===== config.mk =====
export PLATFORM = sky130hd
export DESIGN_NAME = thr_classify_ctrl_flat
export DESIGN_NICKNAME = d
export VERILOG_FILES = /design/src/rtl/cpsd_pkg.sv /design/src/rtl/thr_classify_ctrl_if.sv /design/src/rtl/thr_classify_ctrl_thresholding.sv /design/src/rtl/thr_classify_ctrl.sv /design/src/flat_wrapper.sv
export SDC_FILE = /design/constraint.sdc
export NUM_CORES = 1
export LEC_CHECK = 0
export ABC_AREA = 1
export CORE_UTILIZATION = 50
export DETAILED_ROUTE_END_ITERATION = 7
export PLACE_DENSITY = 0.86
export SLEW_MARGIN = 40
export SYNTH_ARGS = -nofsm -noshare
export SYNTH_HDL_FRONTEND = slang
export SYNTH_SLANG_ARGS = --single-unit

===== constraint.sdc =====
create_clock -name clk -period 3.2 [get_ports clk]
set_input_delay 0.96 -clock clk [delete_from_list [all_inputs] [get_ports clk]]
set_output_delay 0.96 -clock clk [all_outputs]
set_load 0.01 [all_outputs]

===== src/rtl/cpsd_pkg.sv =====
// Shared definitions for the CPSD rhythm path: class codes and the
// sequencing FSM state encoding.
package cpsd_pkg;

  localparam logic [1:0] CLS_NORMAL = 2'b00;
  localparam logic [1:0] CLS_AF     = 2'b01;
  localparam logic [1:0] CLS_VF     = 2'b10;

  typedef enum logic [1:0] {
    ST_IDLE = 2'b00,
    ST_LOAD = 2'b01,
    ST_WAIT = 2'b10,
    ST_EVAL = 2'b11
  } state_e;

  // One-hot normal/AF/VF flags to the 2-bit class code; 11 is never produced.
  function automatic logic [1:0] encode_class(input logic is_n, input logic is_a,
                                              input logic is_v);
    logic [1:0] cls;
    unique case ({is_v, is_a, is_n})
      3'b100:  cls = CLS_VF;
      3'b010:  cls = CLS_AF;
      default: cls = CLS_NORMAL;
    endcase
    return cls;
  endfunction

endpackage


===== src/rtl/thr_classify_ctrl_if.sv =====
// Sample handshake, threshold config, classification results and alarm
// for thr_classify_ctrl, plus the FSM state as a debug signal.
interface thr_classify_ctrl_if #(
  parameter int DATA_WIDTH = 16
) ();
  import cpsd_pkg::*;

  // Valid/ready: a sample transfers on a rising edge where x_valid and x_ready
  // are both 1; x_valid must not depend on x_ready, and x_ready is 1 only in
  // WAIT with no pending config and en high.
  logic                  en;
  logic                  x_valid;
  logic                  x_ready;
  logic [DATA_WIDTH-1:0] xin;
  logic                  cfg_we;
  logic [DATA_WIDTH-1:0] cfg_thr1;
  logic [DATA_WIDTH-1:0] cfg_thr2;
  logic                  cfg_err;
  logic [1:0]            win_class;
  logic                  win_valid;
  logic [1:0]            rhythm;
  logic                  rhythm_chg;
  logic                  alarm;
  logic                  alarm_clr;
  state_e                dbg_state;

  modport slave (
    input  en, x_valid, xin, cfg_we, cfg_thr1, cfg_thr2, alarm_clr,
    output x_ready, cfg_err, win_class, win_valid, rhythm, rhythm_chg, alarm,
           dbg_state
  );

  modport master (
    output en, x_valid, xin, cfg_we, cfg_thr1, cfg_thr2, alarm_clr,
    input  x_ready, cfg_err, win_class, win_valid, rhythm, rhythm_chg, alarm,
           dbg_state
  );

endinterface


===== src/rtl/thr_classify_ctrl_thresholding.sv =====
// Combinational two-threshold comparator: x<=thr1 normal, thr1<x<=thr2 AF,
// x>thr2 VF. All flags are low when disabled or held in reset.
module thresholding #(
  parameter int DATA_WIDTH = 16
) (
  input  logic                  i_rstn,
  input  logic                  i_en,
  input  logic [DATA_WIDTH-1:0] i_x,
  input  logic [DATA_WIDTH-1:0] i_thr1,
  input  logic [DATA_WIDTH-1:0] i_thr2,
  output logic                  o_normal,
  output logic                  o_af,
  output logic                  o_vf
);

  always_comb begin
    o_normal = 1'b0;
    o_af     = 1'b0;
    o_vf     = 1'b0;
    if (i_rstn && i_en) begin
      if (i_x > i_thr2)      o_vf     = 1'b1;
      else if (i_x > i_thr1) o_af     = 1'b1;
      else                   o_normal = 1'b1;
    end
  end

endmodule


===== src/rtl/thr_classify_ctrl.sv =====
// Sequences the thresholding block: accepts one sample per window, classifies
// it, debounces the class into a confirmed rhythm and raises a sticky VF alarm.
module thr_classify_ctrl
  import cpsd_pkg::*;
#(
  parameter int                  DATA_WIDTH  = 16,
  parameter int                  CONFIRM_CNT = 4,
  parameter logic [DATA_WIDTH-1:0] THR1_RST  = 16'h0400,
  parameter logic [DATA_WIDTH-1:0] THR2_RST  = 16'h0800
) (
  input logic             clk,
  input logic             rst,
  thr_classify_ctrl_if.slave bus
);

  localparam int CNT_W = $clog2(CONFIRM_CNT + 1);
  localparam logic [CNT_W-1:0] CNT_MAX = CNT_W'(CONFIRM_CNT);
  localparam logic [CNT_W-1:0] CNT_ONE = CNT_W'(1);

  state_e                r_state;
  state_e                w_next;
  logic                  w_x_ready;
  logic [DATA_WIDTH-1:0] r_act1, r_act2, r_sh1, r_sh2, r_x;
  logic                  r_pend;
  logic [1:0]            r_win_class, r_rhythm, r_cand;
  logic [CNT_W-1:0]      r_cnt;
  logic                  r_win_valid, r_rhythm_chg, r_alarm, r_cfg_err;

  logic                  w_is_n, w_is_a, w_is_v;
  logic [1:0]            w_new_cls, w_cand_n;
  logic [CNT_W-1:0]      w_cnt_n;
  logic                  w_eval_done, w_change, w_cfg_ok, w_cfg_bad, w_accept;

  thresholding #(.DATA_WIDTH(DATA_WIDTH)) u_thr (
    .i_rstn   (~rst),
    .i_en     (r_state == ST_EVAL),
    .i_x      (r_x),
    .i_thr1   (r_act1),
    .i_thr2   (r_act2),
    .o_normal (w_is_n),
    .o_af     (w_is_a),
    .o_vf     (w_is_v)
  );

  assign w_cfg_ok    = bus.cfg_we && (bus.cfg_thr1 <= bus.cfg_thr2);
  assign w_cfg_bad   = bus.cfg_we && (bus.cfg_thr1 > bus.cfg_thr2);
  assign w_accept    = w_x_ready && bus.x_valid;
  assign w_eval_done = (r_state == ST_EVAL) && bus.en;
  assign w_new_cls   = encode_class(w_is_n, w_is_a, w_is_v);

  always_comb begin
    w_next    = r_state;
    w_x_ready = 1'b0;
    if (!bus.en) begin
      w_next = ST_IDLE;
    end else begin
      unique case (r_state)
        ST_IDLE: w_next = ST_LOAD;
        ST_LOAD: w_next = ST_WAIT;
        ST_WAIT: begin
          if (r_pend) begin
            w_next = ST_LOAD;
          end else begin
            w_x_ready = 1'b1;
            if (bus.x_valid) w_next = ST_EVAL;
          end
        end
        ST_EVAL: w_next = ST_WAIT;
        default: w_next = ST_IDLE;
      endcase
    end
  end

  // Debounce candidate for the window finishing this cycle.
  always_comb begin
    w_cand_n = w_new_cls;
    w_cnt_n  = CNT_ONE;
    if (w_new_cls == r_cand) begin
      w_cand_n = r_cand;
      w_cnt_n  = (r_cnt >= CNT_MAX) ? CNT_MAX : r_cnt + CNT_ONE;
    end
    w_change = w_eval_done && (w_cnt_n == CNT_MAX) && (w_cand_n != r_rhythm);
  end

  always_ff @(posedge clk) begin
    if (rst) begin
      r_state      <= ST_IDLE;
      r_act1       <= THR1_RST;
      r_act2       <= THR2_RST;
      r_sh1        <= THR1_RST;
      r_sh2        <= THR2_RST;
      r_pend       <= 1'b0;
      r_x          <= '0;
      r_win_class  <= CLS_NORMAL;
      r_rhythm     <= CLS_NORMAL;
      r_cand       <= CLS_NORMAL;
      r_cnt        <= '0;
      r_win_valid  <= 1'b0;
      r_rhythm_chg <= 1'b0;
      r_alarm      <= 1'b0;
      r_cfg_err    <= 1'b0;
    end else begin
      r_state      <= w_next;
      r_cfg_err    <= w_cfg_bad;
      r_win_valid  <= w_eval_done;
      r_rhythm_chg <= w_change;
      // A write landing in LOAD keeps pend set so the new values get loaded too.
      if (w_cfg_ok) begin
        r_sh1  <= bus.cfg_thr1;
        r_sh2  <= bus.cfg_thr2;
        r_pend <= 1'b1;
      end else if (r_state == ST_LOAD) begin
        r_pend <= 1'b0;
      end
      if (r_state == ST_LOAD) begin
        r_act1 <= r_sh1;
        r_act2 <= r_sh2;
      end
      if (w_accept) r_x <= bus.xin;
      if (w_eval_done) begin
        r_win_class <= w_new_cls;
        r_cand      <= w_cand_n;
        r_cnt       <= w_cnt_n;
      end
      if (w_change) r_rhythm <= w_cand_n;
      if (w_change && (w_cand_n == CLS_VF))         r_alarm <= 1'b1;
      else if (bus.alarm_clr && (r_rhythm != CLS_VF)) r_alarm <= 1'b0;
    end
  end

  assign bus.x_ready    = w_x_ready;
  assign bus.cfg_err    = r_cfg_err;
  assign bus.win_class  = r_win_class;
  assign bus.win_valid  = r_win_valid;
  assign bus.rhythm     = r_rhythm;
  assign bus.rhythm_chg = r_rhythm_chg;
  assign bus.alarm      = r_alarm;
  assign bus.dbg_state  = r_state;

endmodule


===== src/flat_wrapper.sv =====
// flat-port wrapper written by rule: the top's interface ports become plain ports
module thr_classify_ctrl_flat import cpsd_pkg::*;
#(
  parameter int                  DATA_WIDTH  = 16,
  parameter int                  CONFIRM_CNT = 4,
  parameter logic [DATA_WIDTH-1:0] THR1_RST  = 16'h0400,
  parameter logic [DATA_WIDTH-1:0] THR2_RST  = 16'h0800
)
  (clk, rst, bus_en, bus_x_valid, bus_xin, bus_cfg_we, bus_cfg_thr1, bus_cfg_thr2, bus_alarm_clr, bus_x_ready, bus_cfg_err, bus_win_class, bus_win_valid, bus_rhythm, bus_rhythm_chg, bus_alarm, bus_dbg_state);
  thr_classify_ctrl_if #(.DATA_WIDTH(DATA_WIDTH)) bus_i ();
  input logic clk;
  input logic rst;
  input wire logic [$bits(bus_i.en)-1:0] bus_en;
  input wire logic [$bits(bus_i.x_valid)-1:0] bus_x_valid;
  input wire logic [$bits(bus_i.xin)-1:0] bus_xin;
  input wire logic [$bits(bus_i.cfg_we)-1:0] bus_cfg_we;
  input wire logic [$bits(bus_i.cfg_thr1)-1:0] bus_cfg_thr1;
  input wire logic [$bits(bus_i.cfg_thr2)-1:0] bus_cfg_thr2;
  input wire logic [$bits(bus_i.alarm_clr)-1:0] bus_alarm_clr;
  output wire logic [$bits(bus_i.x_ready)-1:0] bus_x_ready;
  output wire logic [$bits(bus_i.cfg_err)-1:0] bus_cfg_err;
  output wire logic [$bits(bus_i.win_class)-1:0] bus_win_class;
  output wire logic [$bits(bus_i.win_valid)-1:0] bus_win_valid;
  output wire logic [$bits(bus_i.rhythm)-1:0] bus_rhythm;
  output wire logic [$bits(bus_i.rhythm_chg)-1:0] bus_rhythm_chg;
  output wire logic [$bits(bus_i.alarm)-1:0] bus_alarm;
  output wire logic [$bits(bus_i.dbg_state)-1:0] bus_dbg_state;
  assign bus_i.en = bus_en;
  assign bus_i.x_valid = bus_x_valid;
  assign bus_i.xin = bus_xin;
  assign bus_i.cfg_we = bus_cfg_we;
  assign bus_i.cfg_thr1 = bus_cfg_thr1;
  assign bus_i.cfg_thr2 = bus_cfg_thr2;
  assign bus_i.alarm_clr = bus_alarm_clr;
  assign bus_x_ready = bus_i.x_ready;
  assign bus_cfg_err = bus_i.cfg_err;
  assign bus_win_class = bus_i.win_class;
  assign bus_win_valid = bus_i.win_valid;
  assign bus_rhythm = bus_i.rhythm;
  assign bus_rhythm_chg = bus_i.rhythm_chg;
  assign bus_alarm = bus_i.alarm;
  assign bus_dbg_state = bus_i.dbg_state;
  thr_classify_ctrl #(.DATA_WIDTH(DATA_WIDTH), .CONFIRM_CNT(CONFIRM_CNT), .THR1_RST(THR1_RST), .THR2_RST(THR2_RST)) u_core (.clk(clk), .rst(rst), .bus(bus_i));
endmodule

Word-level counts from Yosys, hierarchy flattened
Cells that the tools add are included.
{"block": "word_totals", "regBits": 96, "latch_bits": 0, "mem_bits_rw": 0, "romBits": 0, "in_bits": 54, "output_inout_bits": 11, "elab_cells": 70, "n_memories": 0}
{"block": "classes", "addsub": 1, "multipliers": 0, "n_div": 0, "order_cmp": 5, "n_eq_ne": 11, "shift": 0, "muxes": 22, "bitwise": 2, "n_reduce_logical": 14}
{"operator": "greater-than comparator 16 bit", "n": 3}
{"operator": "<= comparator 16 bit", "n": 1}
{"operator": "two-way mux 1 bit", "n": 15}
{"operator": "logical AND 1 bit", "n": 9}
{"operator": "equality test 2 bit, second input constant", "n": 3}
{"operator": "equality test 3 bit, second input constant", "n": 2}
{"operator": "two-way mux 2 bit", "n": 3}
{"operator": "two-way mux 3 bit", "n": 2}
{"operator": "case mux 2 bit (3 select lines)", "n": 1}
{"operator": "case mux 2 bit (2 select lines)", "n": 1}
{"operator": "nonzero test 2 bit", "n": 2}
{"operator": "OR reduction 2 bit", "n": 2}
{"operator": "adder 3 x 1 -> 3 bit, second input constant", "n": 1}
{"operator": "equality test 3 x 2 -> 1 bit, second input constant", "n": 1}
{"operator": ">= comparator 3 bit, second input constant", "n": 1}
{"operator": "!= test 3 x 2 -> 1 bit, second input constant", "n": 1}
{"operator": "equality test 2 x 1 -> 1 bit, second input constant", "n": 1}
{"operator": "equality test 2 bit", "n": 1}
{"operator": "logical NOT 2 bit", "n": 1}
{"operator": "!= test 2 bit", "n": 1}
{"operator": "!= test 2 bit, second input constant", "n": 1}
{"operator": "NOT 1 bit", "n": 2}

Longest topological paths before layout
{"block": "logic_depth", "depth_word": 13, "mapped_depth": 21, "depth_no_buf": 21}

Cells and area by module
A second synthesis with hierarchy kept.
{"block": "unflattened", "hier_cells": 716, "hier_area_um2": 5089.9}
{"mod": "thr_classify_ctrl", "instances": 1, "cells_each": 569, "area_per_inst_um2": 4212.8, "seq_area_each_um2": 1921.8}
{"mod": "thresholding", "instances": 1, "cells_each": 147, "area_per_inst_um2": 877.1, "seq_area_each_um2": 0.0}

Worst setup path before layout
OpenSTA, ideal clock, no wires.
{"block": "synth_path", "path_type": "input port to output port", "from": "in bus_en", "to": "out bus_x_ready", "t_arrival_ps": 1580, "required_time_ps": 2240, "path_slack_ps": 660, "path_stages": 3, "path_buffers": 1, "path_cell_list": "inv_1 nor3_2 buf_2"}
{"block": "synth_between", "elab_chain_cells": 1}
{"element": "start, declared", "line": "flat_wrapper.sv:13", "rtl": "input wire logic [$bits(bus_i.en)-1:0] bus_en;"}
{"element": "two-way mux 1 bit", "line": "thr_classify_ctrl.sv:54", "rtl": "if (!bus.en) begin"}
{"element": "end, declared", "line": "flat_wrapper.sv:20", "rtl": "output wire logic [$bits(bus_i.x_ready)-1:0] bus_x_ready;"}
No other way between the ends.

Worst setup path after layout
Same ends and word-level chain as after synthesis.

==> metrics.md <==
| Metric | Value |
|---|---|
| 1st-iter DRT viols | 205 |
| Final nets | 770 |
| R2R cell count | 14 |
| RSZ-0062 raised after global routing | no |
| Top-count cell post-synth | dfxtp_1 |
| Worst Clk Skew | 10.2 ps |
| Most used DFF post-synth | dfxtp_1 |
| Number of flops mapped to enable cells by yosys | 0 |
| Period utilisation layout | 92.1% |
| CTS Hold Buffers Added | 0 |
| DRC Markers | 0 |
| Drt first pass iters | 5 |
| Final Max Slew Viols | 0 |
| Final Setup Violations | 0 |
| Post-Synthesis Cells | 606 |
| Async SR Flop Fraction | 0% |
| CTS Buffer Depth | 2 |
| CTS sink cnt | 96 |
| Final GP Congestion | 0.868 |
| CTS root buf | clkbuf_8 |
| WP data required | 2240 ps |
| Footprint of the multi-input gates | 2370 µm² |
| Area leader, netlist | dfxtp_1 |
| Flops & latches, synth | 96 |
| Vias per Instance | 5.35 |
| IO Port Bufs | 64 |
| Final Hold Vio Count | 0 |
| Post-DP HPWL | 7.89 mm |
| Max Freq | 339 MHz |
| Number of CTS-inserted buffers | 9 |
| First-pass GRT wire length | 17.5 mm |
| Measured slew at the worst slew-check pin | 663 ps |
| Most instantiated cells after synthesis | dfxtp_1, a21oi_1, nand2_1 |
| CTS tree | built |
| Core area | 8890 µm² |
| Pwr Density | 425 nW/µm² |
| Post-Route WL | 10.4 mm |
| Clock latency on the worst-skew pair | 360 ps |
| Fraction of layout cells with a size suffix above 1 | 7.90% |
| Sequential share of the synthesized area | 41.0% |
| Synth warnings | 0 |
| Syn_area_per_cell | 7.73 µm² |
| Critical Path Start Type | input port |
| Reg area | 1920 µm² |
| PostCTS Resize Cnt | 1 |
| Congestion Overflow GR | 0 |
| Worst IR Drop VDD | 0.271 mV |
| Synth cell types | 30 |
| Largest net degree at the start of global routing | 71 |
| Number of global-route vias before repair | 3953 |
| Crit path capture type | primary output |
| Max-cap check violation count | 0 |
| Die X | 98.8 µm |
| Initial antenna violation count | 0 |
| Initial Util | 52.7% |
| Lkg Pwr | 2.42 nW |
| Top cell type's share of synthesized area | 41.0% |
| Filler cells | 772 |
| Status | finished clean |
| Ranking of synthesized cells by area | dfxtp_1, ha_1, a21oi_1, nand2_1, o21ai_0 |
| Post-route cell area | 5630 µm² |
| WHS Path Cells | 2 |
| Crit-path max FO | 2 |
| Layout area overhead | 20.2% |
| Post-Syn Nets | 710 |
| WP data arrival | 1990 ps |
| Total power | 2.39 mW |
| Hold WC Path Type | register to register |
| Post-CTS setup buffer count | 0 |
| All-Layer GR Usage | 22.4% |
| Period minus WS final | 2950 ps |
| Die Y | 98.8 µm |
| N_diodes | 0 |
| DIE AREA | 9760 µm² |
| Routed via count | 4165 |
| WS Path Type | input port to primary output |
| Post-route antenna net violation count | 0 |
| H-tree depth | 3 |
| Post-DR wirelength/cell | 13.3 µm |
| Slew margin rel. | 55.6% |
| Area after DPL | 5460 µm² |
| Clock transition at the registers of the reported paths | 90 ps |
| Row Count | 34 |
| Netlist Area Pre-Place | 4680 µm² |
| Ports | 65 |
flip-flops by register name (all words and copies together), names as in the netlist, 2 cells and up:
signal                flops
u_core.bus.win_class      2
u_core.r_x               16
u_core.bus.rhythm         2
u_core.r_act1            16
u_core.bus.dbg_state      2
u_core.r_sh1             16
u_core.r_cnt              3
u_core.r_act2            16
u_core.r_cand             2
u_core.r_sh2             16
layout make-up:
cell class	instances	area share (%)
repair buffers	75	13.3
inverters	76	5.07
flip-flops and latches	96	34.1
clock inverters	5	0.711
multi-input cells	408	42.1
well taps	108	2.40
clock buffers	11	2.33
per-layer routing:
layer,up-vias,share of wire (%),track usage [%]
met4,0,2.1,9.30
met1,1895,47,28.2
li1,2130,-,-
met3,20,4.7,3.62
met2,120,46,38.2
met5,-,0,0
path summary, 6_finish.rpt:
kind / from / endpoint / slack (ps)
min reg2reg: u_core.r_act2[6] / u_core.r_act2[6] / 460
max: bus_en / bus_x_ready / 250
min: u_core.r_act2[6] / u_core.r_act2[6] / 460
max reg2reg: u_core.r_x[7] / u_core.bus.rhythm[1] / 1030
cell usage in the layout, fill, tap and decap left out, types with 3 or more instances in the layout:
cell type and instances:
dfxtp_1 96, a21oi_1 88, nand2_1 83, inv_1 72
clkdlybuf4s50_1 63, o21ai_0 60, nor2_1 53, ha_1 50
nand3_1 22, o21ai_1 9, clkbuf_8 9, buf_4 9
nand2_2 8, nand4_1 7, o211ai_1 6, inv_2 4
nor2_2 3, nand3_2 3, clkinvlp_4 3
metrics by stage:
stage	instances	setup WS, ps	utilization, %	TNS, ps	hold WS, ps
4_1_cts	779	256	63.3	0	464
6_report	779	254	63.3	0	460
2_1_floorplan	606	660	-	0	433
3_5_place_dp	763	-24.9	61.4	-31.9	450
3_3_place_gp	763	25.4	61.4	0	445
5_1_grt	779	184	63.3	0	486
power by group:
| group | total [mW] | internal, mW | leakage [nW] | switching, mW |
|---|---|---|---|---|
| combinational | 0.384 | 0.171 | 1.56 | 0.213 |
| sequential | 1.30 | 1.26 | 0.786 | 0.0315 |
| clock | 0.713 | 0.289 | 0.0766 | 0.424 |
critical path: stages:
cell,delay (ps)
clkdlybuf4s50_1,480
inv_1,70
nor3_2,180
dlygate4sd2_1,290
logic make-up (layout without fill, tap and decap cells):
family,count (synthesis),count (layout),share of synthesized area [%]
AO/OA/AOI/OAI,171,171,19.3
adder cells (fa/ha/maj),50,50,13.4
buffers and inverters,102,167,8.41
flip-flops,96,96,41.0
AND/OR/NAND/NOR,187,187,17.9
Power figures use the tool's default switching activity.
==> RTL change 1, RTL diff (config.mk and constraints unchanged) <==
Reset style: asynchronous (`rst`), changed in one clocked block.
--- a/src/rtl/thr_classify_ctrl.sv
+++ b/src/rtl/thr_classify_ctrl.sv
@@ -82,7 +82,7 @@
     w_change = w_eval_done && (w_cnt_n == CNT_MAX) && (w_cand_n != r_rhythm);
   end
 
-  always_ff @(posedge clk) begin
+  always_ff @(posedge clk or posedge rst) begin
     if (rst) begin
       r_state      <= ST_IDLE;
       r_act1       <= THR1_RST;
Function: differs if rst is asserted again (counterexample within 4 cycles, from zero or initial values and one cycle with rst high); with rst held inactive, the same outputs for 10 cycles.
==> RTL change 1 against the unedited design <==
Cell area up 8.3%; routed wire length barely moved; synthesized area up 6.3%; worst setup slack worse by 0.044 ns; sequential cell count is the same; via count is 5.2% lower; final cell count shrank 2.1%; critical endpoint unchanged; largest cell class is now registers.
Power is not compared: it rests on default switching activity, and its combinational part moved more than twofold at a synthesized area within 25%.
==> RTL change 1: results <==
group,metric,value,unit
logic_synthesis,synth.distinct_cells,32,
critical_path,cp_top_family,"buffers and inverters",
sta,skew,0.00577,ns
global_routing,grt_pass1_vias,3893,
global_routing,antenna_found_initial,0,
place,globalplace.congestion,0.904,
logic_synthesis,synth_common_cells,"nand2_1, dfrtp_1, inv_1, o21ai_0, ha_1",
final_layout,fin_cells,763,
logic_synthesis,syn-num-nets,658,
final_layout,drive_above_1_share,11.0,%
critical_path,critPathSlowestCell,"clkdlybuf4s50_1",
logic_synthesis,async_flop_share,100,%
place,place.detailed.hpwl,7.96,mm
run_status,outcome,"completed",
worst_hold_path,hold_class,"reg2reg",
critical_path,rr_worst_depth,13,
final_layout,final_nets,729,
pwr,p_int,0.00254,W
global_routing,grt_pass1_wl,17.4,mm
sta,worstMarginPinSlew,0.790,ns
critical_path,crit_start,"bus_en",
global_routing,grt_max_degree,46,
logic_synthesis,synth_fa_ha_area_share,12.6,%
logic_synthesis,avgSynthCellArea,8.99,µm²
place,dp_cells,747,
critical_path,critPathCapture,"bus_x_ready",
logic_synthesis,ys_seq_area_share,48.3,%
logic_synthesis,ys.flop_type,"dfrtp_1",
critical_path,ff2ff_setup_slack,0.83,ns
logic_synthesis,synth_mux_area_share,3.39,%
global_routing,grt_usage,21.7,%
logic_synthesis,synth_area_leaders,"dfrtp_1, ha_1, nand2_1",
critical_path,path_max_fanout,2,
logic_synthesis,synth_compound_area_share,9.57,%
route,drt-vias-per-instance,5.17,
critical_path,rr_startpoint,"u_core.r_act2[11]",
critical_path,reg2reg_to,"u_core.bus.rhythm[0]",
critical_path,arrival,2.03,ns
route,initialDrtViolationCount,172,
route,routed_wl,10.4,mm
[RTL change 1: changes by cell type after synthesis, moves of 3 or more]
cell	before	now
dfxtp_1	96	0
dfrtp_1	0	92
a21oi_1	88	23
nand2_1	83	145
nor2_1	53	14
mux2_2	0	15
clkbuf_1	18	9
o21ai_1	9	1
o211ai_1	6	1
dfstp_2	0	4
inv_1	73	76
nor2_2	3	0
[RTL change 1: worst min-delay path by stage]
stage	endpoint	slack, ns	cells after the start	from
after floorplan	u_core.r_sh1[11]	0.44	2	u_core.r_sh1[11]
after global placement	u_core.r_sh1[10]	0.45	2	u_core.r_sh1[10]
after detailed placement	u_core.bus.alarm	0.46	2	u_core.bus.alarm
after CTS	u_core.r_sh1[5]	0.49	2	u_core.r_sh1[5]
after global routing	u_core.r_sh2[0]	0.51	2	u_core.r_sh2[0]
final	u_core.bus.alarm	0.49	2	u_core.bus.alarm
[RTL change 1: repair_timing]
item,in CTS,in global routing
endpoints found under the setup margin,1,0
buffers inserted,0,0
endpoints found under the hold margin,0,0
resized for setup,1,0
[RTL change 1: kinds of logic after synthesis]
group | Yosys count
adder cells (fa/ha/maj) | 50
AND/OR/NAND/NOR | 208
flip-flops | 96
AO/OA/AOI/OAI | 92
buffers and inverters | 93
multiplexers | 15
[RTL change 1: cell type report]
| type | instances | area [µm²] |
|---|---|---|
| fillers | 819 | 3630 |
| clock inverters | 6 | 113 |
| clock buffers | 10 | 128 |
| multi-input cells | 365 | 2220 |
| flip-flops and latches | 96 | 2410 |
| repair buffers | 75 | 772 |
| well taps | 133 | 166 |
| inverters | 78 | 297 |
[RTL change 1: per-layer routing]
layer | vias up | GRT usage, % | part of all wire, %
met5 | - | 0 | 0
met4 | 0 | 9.12 | 2.1
met3 | 22 | 3.21 | 4.2
met2 | 124 | 37.1 | 48
met1 | 1865 | 27.7 | 46
li1 | 1937 | - | -
[RTL change 1: tightest hold or removal path, cell delays in order, from the launching register on]
cell	delay, ns
dfrtp_1	0.35
nand2_1	0.05
nand2_1	0.05
[RTL change 1: power by group through the flow]
stage	logic [W]	registers [W]	clock network, W
floorplan	0.000873	0.00164	0
global placement	0.00112	0.00167	0
detailed placement	0.00124	0.00168	0
CTS	0.00125	0.00166	0.000956
global route	0.00143	0.00170	0.00100
finish	0.00126	0.00167	0.000944
[RTL change 1: per-stage QoR]
| step | power [W] | area [µm²] | worst slack (ns) |
|---|---|---|---|
| after floorplan | 0.00251 | 4980 | 0.617 |
| after global placement | 0.00279 | 5860 | -0.0186 |
| after detailed placement | 0.00292 | 5860 | -0.101 |
| after CTS | 0.00387 | 6100 | 0.188 |
| after global routing | 0.00413 | 6100 | 0.152 |
| final | 0.00387 | 6100 | 0.210 |
==> RTL change 2, RTL diff (config.mk and constraints unchanged) <==
Made on the original files. `DATA_WIDTH` is set to 16 in 4 places; all go to 12.
--- a/src/rtl/thr_classify_ctrl_if.sv
+++ b/src/rtl/thr_classify_ctrl_if.sv
@@ -1,7 +1,7 @@
 // Sample handshake, threshold config, classification results and alarm
 // for thr_classify_ctrl, plus the FSM state as a debug signal.
 interface thr_classify_ctrl_if #(
-  parameter int DATA_WIDTH = 16
+  parameter int DATA_WIDTH = 12
 ) ();
   import cpsd_pkg::*;
 
--- a/src/rtl/thr_classify_ctrl_thresholding.sv
+++ b/src/rtl/thr_classify_ctrl_thresholding.sv
@@ -1,7 +1,7 @@
 // Combinational two-threshold comparator: x<=thr1 normal, thr1<x<=thr2 AF,
 // x>thr2 VF. All flags are low when disabled or held in reset.
 module thresholding #(
-  parameter int DATA_WIDTH = 16
+  parameter int DATA_WIDTH = 12
 ) (
   input  logic                  i_rstn,
   input  logic                  i_en,
--- a/src/rtl/thr_classify_ctrl.sv
+++ b/src/rtl/thr_classify_ctrl.sv
@@ -3,7 +3,7 @@
 module thr_classify_ctrl
   import cpsd_pkg::*;
 #(
-  parameter int                  DATA_WIDTH  = 16,
+  parameter int                  DATA_WIDTH  = 12,
   parameter int                  CONFIRM_CNT = 4,
   parameter logic [DATA_WIDTH-1:0] THR1_RST  = 16'h0400,
   parameter logic [DATA_WIDTH-1:0] THR2_RST  = 16'h0800
--- a/src/flat_wrapper.sv
+++ b/src/flat_wrapper.sv
@@ -1,7 +1,7 @@
 // flat-port wrapper written by rule: the top's interface ports become plain ports
 module thr_classify_ctrl_flat import cpsd_pkg::*;
 #(
-  parameter int                  DATA_WIDTH  = 16,
+  parameter int                  DATA_WIDTH  = 12,
   parameter int                  CONFIRM_CNT = 4,
   parameter logic [DATA_WIDTH-1:0] THR1_RST  = 16'h0400,
   parameter logic [DATA_WIDTH-1:0] THR2_RST  = 16'h0800
Interface: changed (resized bus_cfg_thr1, bus_cfg_thr2 and bus_xin); port bits go from 65 to 53. The function was not compared with the original's and may differ.
==> RTL change 2 against the unedited design <==
Synthesized cell count shrank 20%; combinational power is 27% lower; worst setup slack worse by 0.10 ns; sequential cell count is 20 lower; synthesized area down 21%; clock power increased by 18%; final cell count is 18% lower; routed wire length is 23% lower; cell area is 19% lower; total power shrank 10%; largest cell class unchanged.
==> RTL change 2: results <==
group,metric,value,unit
final_layout,multi_input_area_share,40.2,%
floorplan,tap_cells,96,
run_status,outcome,"completed",
global_routing,grt_pass1_wl,13.5,mm
logic_synthesis,ys_seq_area_share,41.3,%
sta,skew,0.00800,ns
logic_synthesis,synth.distinct_cells,27,
final_layout,fillers,578,
logic_synthesis,synth_xor_area_share,0,%
clock_network,post-cts-setup-buffer-count,0,
worst_hold_path,hold_class,"reg2reg",
logic_synthesis,yosys_warnings,0,
final_layout,buf_share,13.4,%
final_layout,multi_input_comb_cells,322,
critical_path,path_max_fanout,2,
route,routedWlPerCell,12.6,µm
place,io_buffers,52,
critical_path,cp_top_family,"buffers and inverters",
route,dr.pass1.iters,5,
critical_path,ff2ff_setup_slack,1.07,ns
place,place.detailed.hpwl,5.96,mm
logic_synthesis,synth-seq-cells,76,
sta,slew_headroom,62.1,%
global_routing,grt_max_degree,55,
logic_synthesis,synth_compound_area_share,18.2,%
clock_network,clk_latency,0.35,ns
final_layout,final_nets,616,
logic_synthesis,syn-num-nets,562,
clock_network,clk_pin_slew_worst_paths,0.07,ns
sta,whs,0.462,ns
logic_synthesis,async_flop_share,0,%
pwr,ir_drop,283,µV
global_routing,grt_pass1_vias,3094,
logic_synthesis,synth_common_cells,"dfxtp_1, nand2_1, a21oi_1, inv_1, o21ai_0",
logic_synthesis,synth_mux_area_share,0,%
critical_path,max_stage_delay,0.48,ns
global_routing,antenna_found_initial,0,
pwr,leakage,1.98,nW
pwr,swShare,25.5,%
final_layout,n_all_inverters,66,
final_layout,antenna_cells,0,
logic_synthesis,synth_area_leaders,"dfxtp_1, ha_1, a21oi_1",
clock_network,clock_path_buffers,2,
clock_network,h-tree-depth,3,
final_layout,seq_share,33.3,%
sta,slew_violations,0,
global_routing,grt_usage,22.7,%
route,initialDrtViolationCount,154,
clock_network,root_buffer,"clkbuf_8",
place,globalplace.congestion,0.873,
critical_path,arrival,2.09,ns
logic_synthesis,synth_fa_ha_area_share,12.9,%
route,drt-vias-per-instance,5.16,
final_layout,buffers,61,
final_layout,clkbuf_count,10,
final_layout,drive_above_1_share,8.50,%
final_layout,clk_share,5.07,%
-- RTL change 2: power groups by stage --
stage          Sequential, W  Combinational, W  Clock, W
6_report             0.00102          0.000282  0.000838
5_1_grt              0.00103          0.000321  0.000894
4_1_cts              0.00102          0.000284  0.000844
3_5_place_dp         0.00104          0.000281         0
3_3_place_gp         0.00104          0.000266         0
2_1_floorplan        0.00104          0.000168         0
-- RTL change 2: through the flow --
step	setup TNS (ns)	setup WS [ns]	cell area [µm²]	instances
4_1_cts	0	0.142	4570	637
5_1_grt	0	0.119	4570	637
3_3_place_gp	-0.113	-0.113	4340	621
6_report	0	0.154	4570	637
3_5_place_dp	-0.124	-0.124	4340	621
2_1_floorplan	0	0.715	3680	482
-- RTL change 2: tightest hold or removal path, delay by kind of cell (launching register included) --
kind	cells	cell delay, ns
flip-flops	1	0.30
buffers and inverters	1	0.06
AO/OA/AOI/OAI	1	0.06
-- RTL change 2: routing by layer --
metal | share of wire, % | vias to the layer above | global-route usage [%] | wire (µm)
li1 | - | 1697 | - | -
met4 | 2.0 | 0 | 11.6 | 161
met3 | 4.4 | 16 | 3.96 | 354
met1 | 45 | 1480 | 26.6 | 3580
met5 | 0 | - | 0 | 0
met2 | 49 | 91 | 39.8 | 3950
-- RTL change 2: final timing paths --
check | start | endpoint | cells past startpoint
min reg2reg | u_core.r_act2[3] | u_core.r_act2[3] | 2
max | bus_en | bus_x_ready | 5
max reg2reg | u_core.r_act1[11] | u_core.bus.rhythm[1] | 15
min | u_core.r_act2[3] | u_core.r_act2[3] | 2
-- RTL change 2: timing repair --
item                                    4_1_cts  5_1_grt
gates resized for setup                       1        0
endpoints found under the hold margin         0        0
endpoints found under the setup margin        1        0
